==> src/rtl/axi_master_fsm.sv <==
// Shared state encoding and AXI field constants for the FFT AXI master.
package axi_master_fsm;

    typedef enum logic [2:0] {
        M_IDLE,
        M_AW,
        M_W,
        M_B,
        M_WAIT_CALC,
        M_AR,
        M_R,
        M_DONE
    } master_fsm;

    localparam logic [1:0] AXI_BURST_INCR = 2'b01;
    localparam logic [2:0] AXI_SIZE_2B    = 3'b001;
    localparam logic [2:0] AXI_SIZE_4B    = 3'b010;

endpackage

==> src/rtl/axi_fft_master.sv <==
// AXI master that bursts samples to an FFT core, waits for completion and
// bursts the results back out as a stream.
module axi_fft_master
    import axi_master_fsm::*;
#(
    parameter int DATA_WIDTH = 32,
    parameter int ID_W_WIDTH = 2,
    parameter int ID_R_WIDTH = 2,
    parameter int TRANS_ID   = 0
) (
    input  logic                  i_clk,
    input  logic                  i_rstn,
    input  logic                  i_START,
    input  logic [11:0]           i_SAMPLES_NUMBER,
    input  logic [15:0]           i_SRC_DATA,
    input  logic                  i_SRC_VALID,
    output logic                  o_SRC_READY,
    output logic [DATA_WIDTH-1:0] o_RES_DATA,
    output logic                  o_RES_VALID,
    input  logic                  i_RES_READY,
    input  logic                  i_CALC_END,
    output logic                  o_BUSY,
    output logic                  o_DONE,
    output logic [11:0]           o_AWADDR,
    output logic [7:0]            o_AWLEN,
    output logic [2:0]            o_AWSIZE,
    output logic [1:0]            o_AWBURST,
    output logic [ID_W_WIDTH-1:0] o_AWID,
    output logic                  o_AWVALID,
    input  logic                  i_AWREADY,
    output logic [15:0]           o_WDATA,
    output logic [1:0]            o_WSTRB,
    output logic                  o_WVALID,
    output logic                  o_WLAST,
    input  logic                  i_WREADY,
    input  logic                  i_BVALID,
    input  logic [ID_W_WIDTH-1:0] i_BID,
    output logic                  o_BREADY,
    output logic [11:0]           o_ARADDR,
    output logic [7:0]            o_ARLEN,
    output logic [2:0]            o_ARSIZE,
    output logic [1:0]            o_ARBURST,
    output logic [ID_R_WIDTH-1:0] o_ARID,
    output logic                  o_ARVALID,
    input  logic                  i_ARREADY,
    input  logic [DATA_WIDTH-1:0] i_RDATA,
    input  logic [ID_R_WIDTH-1:0] i_RID,
    input  logic                  i_RVALID,
    input  logic                  i_RLAST,
    output logic                  o_RREADY
);

    localparam logic [ID_W_WIDTH-1:0] AW_ID = ID_W_WIDTH'(TRANS_ID);
    localparam logic [ID_R_WIDTH-1:0] AR_ID = ID_R_WIDTH'(TRANS_ID);

    master_fsm  state_q, state_d;
    logic [7:0] len_q, len_d;   // burst length minus one (AXLEN encoding)
    logic [7:0] cnt_q, cnt_d;

    // Only the low byte of N matters and response IDs are not checked.
    logic unused_inputs;
    assign unused_inputs = ^{i_SAMPLES_NUMBER[11:8], i_BID, i_RID};

    always_ff @(posedge i_clk or negedge i_rstn) begin
        if (!i_rstn) begin
            state_q <= M_IDLE;
            len_q   <= '0;
            cnt_q   <= '0;
        end else begin
            state_q <= state_d;
            len_q   <= len_d;
            cnt_q   <= cnt_d;
        end
    end

    always_comb begin
        state_d     = state_q;
        len_d       = len_q;
        cnt_d       = cnt_q;
        o_SRC_READY = 1'b0;
        o_RES_DATA  = '0;
        o_RES_VALID = 1'b0;
        o_BUSY      = 1'b0;
        o_DONE      = 1'b0;
        o_AWADDR    = '0;
        o_AWLEN     = '0;
        o_AWSIZE    = '0;
        o_AWBURST   = '0;
        o_AWID      = '0;
        o_AWVALID   = 1'b0;
        o_WDATA     = '0;
        o_WSTRB     = '0;
        o_WVALID    = 1'b0;
        o_WLAST     = 1'b0;
        o_BREADY    = 1'b0;
        o_ARADDR    = '0;
        o_ARLEN     = '0;
        o_ARSIZE    = '0;
        o_ARBURST   = '0;
        o_ARID      = '0;
        o_ARVALID   = 1'b0;
        o_RREADY    = 1'b0;

        case (state_q)
            M_IDLE: begin
                if (i_START) begin
                    len_d   = i_SAMPLES_NUMBER[7:0] - 8'd1;
                    cnt_d   = '0;
                    state_d = M_AW;
                end
            end

            M_AW: begin
                o_BUSY    = 1'b1;
                o_AWVALID = 1'b1;
                o_AWLEN   = len_q;
                o_AWSIZE  = AXI_SIZE_2B;
                o_AWBURST = AXI_BURST_INCR;
                o_AWID    = AW_ID;
                if (i_AWREADY) begin
                    state_d = M_W;
                end
            end

            // Samples flow straight from the source stream onto W.
            M_W: begin
                o_BUSY      = 1'b1;
                o_WVALID    = i_SRC_VALID;
                o_SRC_READY = i_WREADY;
                o_WDATA     = i_SRC_DATA;
                o_WSTRB     = 2'b11;
                o_WLAST     = (cnt_q == len_q);
                if (i_SRC_VALID && i_WREADY) begin
                    if (cnt_q == len_q) begin
                        cnt_d   = '0;
                        state_d = M_B;
                    end else begin
                        cnt_d = cnt_q + 8'd1;
                    end
                end
            end

            M_B: begin
                o_BUSY   = 1'b1;
                o_BREADY = 1'b1;
                if (i_BVALID) begin
                    state_d = M_WAIT_CALC;
                end
            end

            M_WAIT_CALC: begin
                o_BUSY = 1'b1;
                if (i_CALC_END) begin
                    state_d = M_AR;
                end
            end

            M_AR: begin
                o_BUSY    = 1'b1;
                o_ARVALID = 1'b1;
                o_ARLEN   = len_q;
                o_ARSIZE  = AXI_SIZE_4B;
                o_ARBURST = AXI_BURST_INCR;
                o_ARID    = AR_ID;
                if (i_ARREADY) begin
                    state_d = M_R;
                end
            end

            // Read data goes straight to the result stream; stop at RLAST or N beats.
            M_R: begin
                o_BUSY      = 1'b1;
                o_RREADY    = i_RES_READY;
                o_RES_VALID = i_RVALID;
                o_RES_DATA  = i_RDATA;
                if (i_RVALID && i_RES_READY) begin
                    if (i_RLAST || (cnt_q == len_q)) begin
                        cnt_d   = '0;
                        state_d = M_DONE;
                    end else begin
                        cnt_d = cnt_q + 8'd1;
                    end
                end
            end

            M_DONE: begin
                o_BUSY  = 1'b1;
                o_DONE  = 1'b1;
                state_d = M_IDLE;
            end

            default: begin
                state_d = M_IDLE;
            end
        endcase
    end

endmodule

==> config.mk <==
export PLATFORM = sky130hd
export DESIGN_NAME = axi_fft_master
export DESIGN_NICKNAME = d
export VERILOG_FILES = /design/src/rtl/axi_master_fsm.sv /design/src/rtl/axi_fft_master.sv
export SDC_FILE = /design/constraint.sdc
export NUM_CORES = 1
export LEC_CHECK = 0
export CORE_MARGIN = 4
export CORE_UTILIZATION = 32
export CTS_CLUSTER_SIZE = 28
export DETAILED_ROUTE_END_ITERATION = 6
export GPL_TIMING_DRIVEN = 0
export PLACE_DENSITY = 0.87
export SYNTH_ARGS = -nofsm -noshare
export SYNTH_HDL_FRONTEND = slang
export SYNTH_SLANG_ARGS = --single-unit
==> constraint.sdc <==
create_clock -name i_clk -period 2.1 [get_ports i_clk]
set_clock_uncertainty 0.1 [all_clocks]
set_input_delay 0.21 -clock i_clk [delete_from_list [all_inputs] [get_ports i_clk]]
set_output_delay 0.21 -clock i_clk [all_outputs]
set_load 0.1 [all_outputs]
Word level (Yosys, flattened, before mapping):

Index checks and enable logic that the tools add are counted.
W data, S select, Z words.

* register bits after elaboration: 19
* input port bits: 76
* output and inout port bits: 114
* word-level logic and storage cells: 66

* add/subtract/negate cells: 2
* eq/ne operators: 17
* multiplexer cells: 35
* reduce and logical (&&, ||, !) cells: 9

Operator list (number)
* $mux W8: 7
* $mux W32: 1
* $mux W3: 9
* $pmux W3 S8: 1
* $pmux W8 S3: 1
* $ne A2 B2 Y1 const B: 9
* $mux W16: 1
* $mux W1: 13
* $eq A3 B3 Y1 const B: 4
* $reduce_and A9 Y1: 1
* $add A8 B1 Y8 const B: 1
* $eq A8 B8 Y1: 1
* $sub A8 B1 Y8 const B: 1
* $reduce_or A7 Y1: 1
* $eq A3 B2 Y1 const B: 2
* $mux W2: 2
* $reduce_and A4 Y1: 1
* $eq A3 B1 Y1 const B: 1
* $logic_not A3 Y1: 1
* $reduce_bool A3 Y1: 1
* $logic_and A1 B1 Y1: 2
* $reduce_and A2 Y1: 1
* $logic_or A1 B1 Y1: 1

Longest topological paths before layout:

Gate-level depths: netlist of run 1.

* word-level depth: 5
* gate-level depth with buffers: 8
* mapped depth without buffers: 7

Least setup slack after synthesis of run 1:

Ideal clock, no wire load.

* path type: register to output
* start: register state_q[0]
* end: output o_WDATA[10]
* data arrival time: 2720 ps
* slack: -930 ps
* cell stages (with the launch flop): 6
* path buffers: 1
* cells stage by stage: dfrtp_1 > inv_1 > ha_1 > nor2b_1 > clkbuf_1 > and2_1

* word-level cells in the longest chain between the ends: 2

Ends and longest elaborated chain
* from (decl): line axi_fft_master.sv:56 `master_fsm state_q, state_d;`
* from (signal assigned): line axi_fft_master.sv:70 `state_q <= state_d;`
* $eq A3 B2 Y1: line axi_fft_master.sv:104 `case (state_q)`
* $mux W16: line axi_fft_master.sv:104
* to (decl): line axi_fft_master.sv:31 `output logic [15:0] o_WDATA,`

Every way passes these cells.

Worst setup path after layout of run 1:

* start: register state_q[1]
* end: output o_AWLEN[3]

* word-level cells in the longest chain between the ends: 2

Ends and longest elaborated chain
* $eq A3 B1 Y1: line axi_fft_master.sv:104
* $mux W8: line axi_fft_master.sv:104
* to (decl): line axi_fft_master.sv:25 `output logic [7:0] o_AWLEN,`

Every way passes these cells.

==> results of run 1 <==
## state kept, by name, indices dropped and copies added (netlist names)
name / cells
cnt_q: 8
len_q: 8
state_q: 3
## through the flow
| step | TNS [ns] | instance area, µm² |
|---|---|---|
| 2_1_floorplan | 0 | 2330 |
| 3_3_place_gp | -62.89 | 3900 |
| 3_5_place_dp | -65.23 | 3900 |
| 4_1_cts | 0 | 4340 |
| 5_1_grt | -2.30 | 4570 |
| 6_report | 0 | 4570 |
## critical path, delay by kind of cell (launching register included)
kind	cells	cell delay [ns]
AND/OR/NAND/NOR	2	0.36
adder cells (fa/ha/maj)	1	0.24
buffers and inverters	3	0.49
flip-flops	1	0.43
## kinds of logic (layout without fill, tap and decap cells)
kind of cell	Yosys count	after routing
multiplexers	4	4
adder cells (fa/ha/maj)	7	7
buffers and inverters	65	225
AO/OA/AOI/OAI	34	34
XOR/XNOR	14	14
other	1	34
flip-flops	19	19
AND/OR/NAND/NOR	118	118
## metal layers
layer	up-vias	routed length, µm	track usage (%)	part of all wire, %
met4	0	136	3.65	1.4
li1	1200	-	-	-
met5	-	0	0	0
met3	10	589	3.50	6.2
met2	110	5510	36.7	58
met1	1205	3210	23.5	34
## synthesized netlist by cell type, types with 2 or more instances
library cell,number,area (µm²)
clkbuf_1,14,52.6
ha_1,7,87.6
nand2_1,18,67.6
nor2b_1,3,18.8
nand3_1,8,40.0
buf_4,39,293
nor3_1,4,20.0
mux2i_1,3,30.0
a21oi_4,2,32.5
a21oi_1,2,10.0
xnor2_1,3,26.3
inv_1,9,33.8
nor4_4,2,42.5
and2_1,28,175
a21boi_2,2,22.5
nand3b_1,2,15.0
nand4_1,2,12.5
o21ai_0,16,80.1
buf_6,2,22.5
xor2_1,10,87.6
and3_1,43,269
a22o_1,3,26.3
dfrtp_1,19,475
nand2_2,2,12.5
## what timing repair did
item                                   in CTS  in global routing
resized for setup                         628                 58
endpoints found under the hold margin       0                  0
setup buffers                               3                  6
setup endpoints to repair                  80                 83
pin swaps                                   2                  3
cloned                                      0                  0
hold buffers                                0                  0
## final timing paths
check,startpoint,endpoint,cells past startpoint
max in group asynchronous,i_rstn,state_q[0],1
max,state_q[1],o_AWLEN[3],6
max reg2reg,state_q[1],cnt_q[7],8
min reg2reg,len_q[2],len_q[2],2
min,i_rstn,cnt_q[6],1
min in group i_clk,len_q[2],len_q[2],2
## power breakdown
group	switching, mW	total, mW	internal [mW]	leakage (nW)
Sequential	0.143	0.617	0.474	0.247
Clock	0.132	0.264	0.132	0.0255
Combinational	3.77	5.59	1.82	1.98
Total	4.04	6.47	2.43	2.25
## cell type report
type / instances / area share [%]
Multi-Input combinational cell: 211 / 32.0
Buffer: 56 / 9.06
Inverter: 9 / 0.739
Timing Repair Buffer: 156 / 44.7
Clock inverter: 1 / 0.109
Sequential cell: 19 / 10.4
Clock buffer: 3 / 0.903
Tap cell: 77 / 2.11
==> results.yml, run 1 <==
sta:
  slew_violations: 0
  tightest_slew_ns: 0.876
  setup_viol: 0
  finalCritPeriodShare_pct: 99.7
  max_freq_mhz: 478
  fin_hold_ws_ns: 0.338
  grt_setup_unrepaired: "true"
  final.setup.worst_slack_ns: 0.00581
  hold_viol: 0
  slew_headroom_pct: 41.4
  period_needed_ns: 2.09
power_and_ir_drop:
  ir_worst_vdd_mv: 1.11
  pwr_density_cell_mw_per_mm2: 1410
  leakagePower_nw: 2.25
  power.total_mw: 6.47
global_routing:
  gr-total-overflow: 0
  track_usage_pct: 19.7
  grt_max_degree: 20
  grt_pass1_wl_um: 12300
  grt_pass1_vias: 2393
  antenna_found_initial: 0
routing:
  avgRoutedWirePerCell_um: 17.8
  drc: 0
  drtIter0Drc: 174
  vias: 2525
  ant_nets: 0
  routed_via_density: 4.75
  drt_pass1_iterations: 5
  finalWirelength_um: 9440
logic_synthesis:
  synthesis.area_mm2: 0.00211
  synth_cells: 262
  synth_top_family_by_area: "simple AND/OR/NAND/NOR gates"
  synth_seq_cells: 19
  synth_fa_ha_area_share_pct: 4.15
  synthXorXnorAreaFrac_pct: 6.16
  muxShareOfSynthArea_pct: 1.95
  synthArstFlopShare_pct: 100
  synth.distinct_cells: 43
  synthSimpleGateAreaFrac_pct: 33.8
  synth.avg_cell_area_um2: 8.06
  synth_compound_area_share_pct: 12.0
  ys.flop_type: "dfrtp_1"
  synth_edf_count: 0
  yosys_warnings: 0
  synth_seq_area_share_pct: 22.5
layout:
  final_common_cell: "buf_4"
  fillers: 437
  diodes: 0
  nNetsFinal: 539
  fin_util_pct: 71.6
  layout-drive-gt1-share_pct: 49.2
  stdcell_count: 532
  area_growth_pct: 117
  multi_input_area_mm2: 0.00146
  final_cell_mix: "buf_4, clkdlybuf4s50_1, buf_12"
  ff_latch_area_um2: 475
clock_tree:
  htree_levels: 1
  cts_buffers: 3
  clock_latency_ns: 0.26
  clk_pin_slew_ns: 0.08
  clock_path_buffers: 2
  clock-sinks: 19
  cts_tree: "yes"
  clockRootBuffer: "clkbuf_8"
run:
  cap_violations: 0
worst_hold_path:
  hold_class: "in2async"
floorplanning:
  die_h_um: 89.2
  ios: 190
  design.core.area_mm2: 0.00639
  initial_core_util_pct: 33.1
  fp.dieW_um: 89.2
  rows: 29
  dieArea_mm2: 0.00796
setup_path:
  crit_path_max_incr_delay_ns: 0.43
  startpoint_type: "flop"
  crit_type: "reg2out"
  worstPathMaxFanout: 11
  crit_chain: "inv_1, ha_1, nor2b_1, buf_4, and2_4, buf_8"
  required_ns: 1.79
  end_kind: "output port"
  cp_slowest_cell: "dfrtp_1"
  r2r_slack_ns: 0.02
  cp.arrival_ns: 1.78
placed_design:
  portBuffers: 147
  dpl.hpwl_um: 6710
  place_ws_ns: -1.03
  dpl.cell_count: 519
  gp_congestion: 0.878
outcome:
  status: "complete, no violations"
No activity file was read; power rests on OpenSTA's default activity.
==> run 2, diff against run 1 <==
--- a/config.mk
+++ b/config.mk
@@ -11,6 +11,7 @@
 export DETAILED_ROUTE_END_ITERATION = 6
 export GPL_TIMING_DRIVEN = 0
 export PLACE_DENSITY = 0.87
+export SETUP_SLACK_MARGIN = 0.1
 export SYNTH_ARGS = -nofsm -noshare
 export SYNTH_HDL_FRONTEND = slang
 export SYNTH_SLANG_ARGS = --single-unit
==> results.yml, run 2 (synthesis results as in run 1) <==
setup_path:
  cp_slowest_cell: "dfrtp_2"
  cp.arrival_ns: 2.15
  path_common_cell: "o21ai_0"
  setup.worst_path.start: "state_q[0]"
  end_kind: "flop"
  required_ns: 2.12
  r2r-start: "state_q[0]"
  crit_type: "reg2reg"
  worstPathMaxFanout: 10
  path_buf_inv: 2
  crit_path_max_incr_delay_ns: 0.44
  startpoint_type: "flop"
  crit_chain: "inv_2, ha_2, nand3b_1, a21bo_2, clkbuf_4, o21ai_0, o21ai_0"
  crit_family: "compound AO/OA/AOI/OAI gates"
placed_design:
  place_ws_ns: -0.998
  dpl.cell_count: 519
  dpl.hpwl_um: 6390
  gp_congestion: 0.868
  portBuffers: 147
clock_tree:
  clk_pin_slew_ns: 0.08
  cts_tree: "yes"
  holdBufCountCts: 0
  htree_levels: 1
  clock_path_buffers: 2
  clock-sinks: 19
  clockRootBuffer: "clkbuf_8"
  clock_latency_ns: 0.26
  cts_buffers: 3
floorplanning:
  rows: 29
  dieArea_mm2: 0.00796
  fp.dieW_um: 89.2
  initial_core_util_pct: 33.1
  die_h_um: 89.2
  ios: 190
  design.core.area_mm2: 0.00639
layout:
  layout-drive-gt1-share_pct: 56.4
  nNetsFinal: 550
  diodes: 0
  fin_util_pct: 77.6
  reg_top3: "cnt_q: 8 flops, len_q: 8 flops, state_q: 3 flops"
  final_cell_mix: "clkdlybuf4s50_1, buf_12, buf_4"
  fillers: 358
  final_common_cell: "clkdlybuf4s50_1"
  stdcell_count: 543
  area_growth_pct: 135
sta:
  setup_viol: 1
  final.setup.worst_slack_ns: -0.0268
  fin_setup_tns_ns: -0.0268
  slew_violations: 0
  tightest_slew_ns: 0.911
  finalCritPeriodShare_pct: 101
  hold_viol: 0
  max_freq_mhz: 470
  slew_headroom_pct: 39.1
  period_needed_ns: 2.13
  grt_setup_unrepaired: "true"
global_routing:
  grt_pass1_vias: 2507
  grt_max_degree: 20
  track_usage_pct: 19.8
  grt_pass1_wl_um: 12300
  gr-total-overflow: 0
  antenna_found_initial: 0
worst_hold_path:
  hold_class: "in2async"
run:
  cap_violations: 0
outcome:
  violations: "setup timing"
  status: "finished, violations left"
power_and_ir_drop:
  ir_worst_vdd_mv: 1.37
  pwr_density_cell_mw_per_mm2: 1440
  leakagePower_nw: 2.35
routing:
  drc: 0
  drtIter0Drc: 127
  vias: 2717
  finalWirelength_um: 10600
  drt_pass1_iterations: 4
  ant_nets: 0
  routed_via_density: 5.00
  avgRoutedWirePerCell_um: 19.5
## run 2: what timing repair did
item	CTS	global route
pin swaps	3	6
buffers inserted	8	11
resized for setup	666	87
cloned	1	0
setup endpoints to repair	87	89
## run 2: worst reg2reg max path, cell delays in order (launching register included)
cell,delay [ns]
dfrtp_2,0.44
inv_2,0.11
ha_2,0.25
nand3b_1,0.20
a21bo_2,0.24
clkbuf_4,0.19
o21ai_0,0.28
o21ai_0,0.18
## run 2: area by class of cell
cell class | instances | area [µm²] | share of cell area [%]
buffer | 56 | 460 | 9.29
timing repair buffer | 167 | 2270 | 45.9
multi-input combinational | 211 | 1560 | 31.5
sequential | 19 | 483 | 9.74
inverter | 9 | 33.8 | 0.681
clock buffer | 3 | 41.3 | 0.833
tap | 77 | 96.3 | 1.94
clock inverter | 1 | 7.51 | 0.151
## run 2: where the power goes
group	switching (mW)	internal [mW]
Sequential	0.159	0.481
Combinational	3.97	2.25
Clock	0.134	0.134
Total	4.27	2.86
## run 2: final timing paths
check | to | slack, ns | cells after the start
max in group asynchronous | state_q[0] | 0.92 | 1
setup / recovery | cnt_q[4] | -0.03 | 7
hold reg to reg | len_q[2] | 0.45 | 2
min in group i_clk | len_q[2] | 0.45 | 2
hold / removal | cnt_q[7] | 0.35 | 1
setup reg to reg | cnt_q[4] | -0.03 | 7
## run 2: metrics by stage
step / power (mW) / instance area, µm² / hold slack (ns)
final: 7.13 / 4960 / 0.354
after global routing: 7.35 / 4960 / 0.424
after CTS: 6.44 / 4560 / 0.366
after detailed placement: 5.46 / 3940 / 0.460
after floorplan: 4.44 / 2370 / -0.186
after global placement: 5.39 / 3940 / 0.439
## run 2: per-layer routing
metal  part of all wire, %  GRT usage, %  routed length, µm  vias up
met2                    56          37.4               5960      153
met1                    32          21.6               3430     1301
met5                     0             0                  0        -
met4                   4.7          7.58                494        0
met3                   6.6          4.06                697       38
li1                      -             -                  -     1225
